--- src/rtl/uart_rx.sv ---
// uart_rx: 8N1 UART receiver, mid-bit sampling, sticky ready/overrun/frame-error flags
module uart_rx #(
   parameter int unsigned CLKS_PER_BIT = 434,
   parameter int unsigned HALF_BIT     = CLKS_PER_BIT / 2
) (
   input  logic       clk,
   input  logic       rst,
   input  logic       rxd,
   input  logic       rx_clear,
   output logic [7:0] rx_data,
   output logic       rx_ready,
   output logic       rx_busy,
   output logic       rx_overrun,
   output logic       rx_frame_err
);

   typedef enum logic [2:0] {IDLE, START, DATA, STOP, BRK} state_t;

   localparam logic [15:0] BIT_END  = 16'(CLKS_PER_BIT - 1);
   localparam logic [15:0] HALF_END = 16'(HALF_BIT - 1);

   state_t      state_q, state_d;
   logic [15:0] cnt_q, cnt_d;
   logic [2:0]  bit_q, bit_d;
   logic [7:0]  shift_q, shift_d;
   logic [7:0]  data_q, data_d;
   logic        ready_q, ready_d;
   logic        ovr_q, ovr_d;
   logic        ferr_q, ferr_d;
   logic        s1_q, s1_d;
   logic        s2_q, s2_d;

   assign rx_data      = data_q;
   assign rx_ready     = ready_q;
   assign rx_overrun   = ovr_q;
   assign rx_frame_err = ferr_q;
   assign rx_busy      = (state_q != IDLE);

   // next-state: framing FSM, baud counter, shifter and sticky flags
   always_comb begin
      s1_d    = rxd;
      s2_d    = s1_q;
      state_d = state_q;
      cnt_d   = cnt_q + 16'd1;
      bit_d   = bit_q;
      shift_d = shift_q;
      data_d  = data_q;
      ready_d = ready_q & ~rx_clear;
      ovr_d   = ovr_q & ~rx_clear;
      ferr_d  = ferr_q & ~rx_clear;
      case (state_q)
         IDLE: begin
            cnt_d   = 16'd0;
            state_d = s2_q ? IDLE : START;
         end
         START: begin
            if (cnt_q == HALF_END) begin
               cnt_d   = 16'd0;
               bit_d   = 3'd0;
               state_d = s2_q ? IDLE : DATA;
            end
         end
         DATA: begin
            if (cnt_q == BIT_END) begin
               cnt_d   = 16'd0;
               shift_d = {s2_q, shift_q[7:1]};
               bit_d   = bit_q + 3'd1;
               state_d = (bit_q == 3'd7) ? STOP : DATA;
            end
         end
         STOP: begin
            if (cnt_q == BIT_END) begin
               cnt_d = 16'd0;
               if (s2_q) begin
                  // a delivery beats a coincident clear; overrun only if the old byte was never consumed
                  data_d  = shift_q;
                  ready_d = 1'b1;
                  ovr_d   = ovr_d | (ready_q & ~rx_clear);
                  state_d = IDLE;
               end else begin
                  ferr_d  = 1'b1;
                  state_d = BRK;
               end
            end
         end
         default: begin
            // held-low line: wait for it to return high before hunting for a new start bit
            cnt_d   = 16'd0;
            state_d = s2_q ? IDLE : BRK;
         end
      endcase
   end

   // state registers with synchronous reset; synchroniser resets to the idle level
   always_ff @(posedge clk) begin
      if (rst) begin
         state_q <= IDLE;
         cnt_q   <= 16'd0;
         bit_q   <= 3'd0;
         shift_q <= 8'h00;
         data_q  <= 8'h00;
         ready_q <= 1'b0;
         ovr_q   <= 1'b0;
         ferr_q  <= 1'b0;
         s1_q    <= 1'b1;
         s2_q    <= 1'b1;
      end else begin
         state_q <= state_d;
         cnt_q   <= cnt_d;
         bit_q   <= bit_d;
         shift_q <= shift_d;
         data_q  <= data_d;
         ready_q <= ready_d;
         ovr_q   <= ovr_d;
         ferr_q  <= ferr_d;
         s1_q    <= s1_d;
         s2_q    <= s2_d;
      end
   end

endmodule

--- config.mk ---
export PLATFORM = sky130hd
export DESIGN_NAME = uart_rx
export DESIGN_NICKNAME = d
export VERILOG_FILES = /design/src/rtl/uart_rx.sv
export SDC_FILE = /design/constraint.sdc
export NUM_CORES = 1
export LEC_CHECK = 0
export CAP_MARGIN = 20
export CORE_ASPECT_RATIO = 0.8
export CORE_MARGIN = 5
export CORE_UTILIZATION = 57
export CTS_CLUSTER_SIZE = 10
export DETAILED_ROUTE_END_ITERATION = 7
export PLACE_DENSITY = 0.78
export SETUP_SLACK_MARGIN = 0.2
export SYNTH_ARGS = -nofsm -noshare
export SYNTH_HDL_FRONTEND = slang
export SYNTH_SLANG_ARGS = --single-unit
--- constraint.sdc ---
create_clock -name clk -period 2.2 [get_ports clk]
set_input_delay 0.22 -clock clk [delete_from_list [all_inputs] [get_ports clk]]
set_output_delay 0.22 -clock clk [all_outputs]
set_load 0.02 [all_outputs]
==> out/results.txt <==
Status: finished clean
Clk network pwr share: 34.6%
Detail Route Antenna Nets: 0
FF+latch count, synth: 43
Crit-path max FO: 8
Fraction of registers with async set/reset: 0%
CTS HTree Levels: 2
Fin crit share: 85.0%
Vias in the first global route: 1442
Netlist cell types: 45
Post-CTS Setup Inserts: 0
Initial antenna violation count: 0
Period minus WS final: 1.87 ns
R2R Path End: shift_q[4]$_SDFFE_PP0P_
VDD IR max: 0.486 mV
Initial core utilization: 58.6%
FF-to-FF setup slack: 0.33 ns
Worst-case headroom to the max-slew limit: 70.7%
Internal power: 1100 uW
Placed cell area: 2160 sq um
Drt pass-1 iters: 4
First DRT Iteration DRCs: 119
Pleak: 0.000857 uW
Hold/Removal Path Class: reg2reg
Fmax achieved: 535 MHz
Routed vias/inst: 5.56
GRT overflow: 0
First-pass GRT wire length: 6.78 mm
Cell area after layout: 2250 sq um
Busiest grt layer: met2
Setup repair after global routing missed its margin: no
Inserted Diodes: 0
Sequential Power Share: 54.0%
Post-synth EDFFs: 0
Switching part of the total: 27.0%
Die X: 76.1 microns
Layout Nets: 239
CTS root buffer: clkbuf_8
Worst-path clk slew: 0.09 ns
Synth warn: 0
CTS tree: done
Cells on Worst Hold Path: 1
CP required: 2.38 ns
DRT Wirelength: 3.72 mm
Worst r2r src: cnt_q[0]$_SDFF_PP0_
Max-slew violations: 0
Final setup viols: 0
Clock sinks: 43
Synthesized instance count: 210
Slew @ Worst Pin: 0.440 ns
Area of the die: 4780 sq um
Post-Route Skew: 0.00894 ns
CTS Buf Count: 5
Sequential share of the synthesized area: 43.2%
Pwr dens: 669 nW/um^2
M2 GR Usage: 25.9%
Met1 usage: 23.2%
Layout area overhead: 13.0%
Maxcap violations: 0
Hold Path Sink: s2_q$_SDFF_PP1_
DRC violations left: 0
Switching power: 407 uW
Largest net degree at the start of global routing: 20
Core Rows: 19
Synth Flop Type: dfxtp_1
Count of final hold-check violations: 0
Mapped Nets: 219
Slowest-stage cell, CP: or3_1
Critical path launch point type: flop
Via count: 1519
GRT Util Overall: 17.1%
Boundary Pins: 16
GRT met3 Usage: 4.03%
CTS hold repair buffers: 0
Slowest stage delay, CP: 0.58 ns
Final TNS setup: 0 ns
I/O Buffers: 15
Mapped Avg Cell Area: 9.48 sq um
Comb power frac: 11.4%
# resized after CTS: 0
Core Box Area: 3400 sq um
Layout cells sized above 1: 11.7%
Worst-case reg-to-reg path depth: 5
Crit path kind: reg2reg
Avg WL per Cell: 13.6 microns
Die Span Y: 62.9 microns
RePlAce Congestion: 0.789
Cell Area, Synth: 1990 sq um
Crit path DAT: 2.05 ns
Critical Path End Type: flop
Detail Placement HPWL: 2.59 mm
Critical path cell sequence: ha_1 -> and4bb_2 -> nand2_1 -> or3_1 -> mux2i_1
Clock Latency Late Sink: 0.30 ns
Maximum clock path buffer count: 2
Worst Min Path Start: s1_q$_SDFF_PP1_
[Yosys cell counts, types with 2 or more instances]
library cell / n / share of area [%]
and4_1: 3 / 1.3
nand2_1: 28 / 5.3
ha_1: 5 / 3.1
nor2_1: 19 / 3.6
a21oi_1: 9 / 2.3
or3_1: 5 / 1.6
nand3_1: 7 / 1.8
nor3b_1: 3 / 1.1
mux2i_1: 16 / 8.0
dfxtp_1: 43 / 43
inv_1: 7 / 1.3
nand4_1: 7 / 2.2
clkbuf_8: 2 / 1.4
nor3_1: 3 / 0.75
o32ai_1: 2 / 0.88
and4_2: 2 / 1.0
o21ai_0: 5 / 1.3
xnor2_1: 5 / 2.2
nand2b_1: 3 / 0.94
xor2_1: 6 / 2.6
or2_2: 3 / 0.94
buf_6: 4 / 2.3
[worst max-delay path by stage]
stage	from	to	depth (start not counted)
after global placement	cnt_q[1]$_SDFF_PP0_	cnt_q[11]$_SDFF_PP0_	7
final	cnt_q[0]$_SDFF_PP0_	shift_q[4]$_SDFFE_PP0P_	5
after floorplan	cnt_q[0]$_SDFF_PP0_	cnt_q[9]$_SDFF_PP0_	6
after global routing	cnt_q[0]$_SDFF_PP0_	shift_q[4]$_SDFFE_PP0P_	5
after CTS	cnt_q[1]$_SDFF_PP0_	cnt_q[11]$_SDFF_PP0_	7
after detailed placement	cnt_q[1]$_SDFF_PP0_	cnt_q[11]$_SDFF_PP0_	7
[critical path: cells and delay by family, from the launching register on]
kind,cells,cell delay [ns]
fa+ha+maj,1,0.18
flops,1,0.45
mux,1,0.19
simple gates,3,0.93
[registers in the layout, indices dropped and copies added (netlist names)]
name / flops
shift_q: 8
bit_q: 3
rx_frame_err: 1
s2_q: 1
s1_q: 1
cnt_q: 16
state_q: 3
rx_overrun: 1
rx_data: 8
rx_ready: 1
[layer usage]
metal  up-vias  wire length [microns]
li1        778                      -
met1       699                   1890
met2        37                   1600
met3         5                    166
met4         0                     59
met5         -                      0
[power groups by stage]
| stage | Combinational (uW) | Clock (uW) | Sequential (uW) |
|---|---|---|---|
| finish | 171 | 520 | 813 |
| global placement | 168 | 0 | 830 |
| CTS | 171 | 533 | 813 |
| floorplan | 125 | 0 | 826 |
| detailed placement | 169 | 0 | 831 |
| global route | 186 | 575 | 819 |
[through the flow]
step	util [%]	setup slack [ns]	total power, uW	hold WS [ns]	std cells
2_1_floorplan	-	0.522	951	0.324	210
3_3_place_gp	63.5	0.392	998	0.394	265
3_5_place_dp	63.5	0.321	1000	0.399	265
4_1_cts	66.2	0.296	1520	0.419	273
5_1_grt	66.2	0.213	1580	0.461	273
6_report	66.2	0.331	1500	0.419	273
[area by class of cell]
class,count,area [sq um]
Fill cell,289,1150
Multi-Input combinational cell,152,1020
Sequential cell,43,861
Timing Repair Buffer,21,195
Clock buffer,5,68.8
Tap cell,42,52.6
Inverter,7,26.3
Clock inverter,3,23.8
[cell usage in the layout, fill, tap and decap left out, types with 6 or more instances in the layout]
| cell type | instances |
|---|---|
| inv_1 | 7 |
| nand4_1 | 7 |
| nor2_1 | 19 |
| xor2_1 | 6 |
| nand3_1 | 7 |
| mux2i_1 | 16 |
| nand2_1 | 28 |
| clkdlybuf4s50_1 | 15 |
| a21oi_1 | 9 |
| buf_4 | 6 |
| dfxtp_1 | 43 |
[logic make-up (layout without fill, tap and decap cells)]
group,after synthesis,in the layout,share of synthesized area (%)
buffers and inverters,15,36,5.41
and+or+nand+nor,95,95,26.5
adders and majority gates,5,5,3.14
AOI/OAI and AO/OA,25,25,8.86
DFF,43,43,43.2
xor gates and xnor gates,11,11,4.84
muxes,16,16,8.05
No activity file was read; power rests on OpenSTA's default activity.
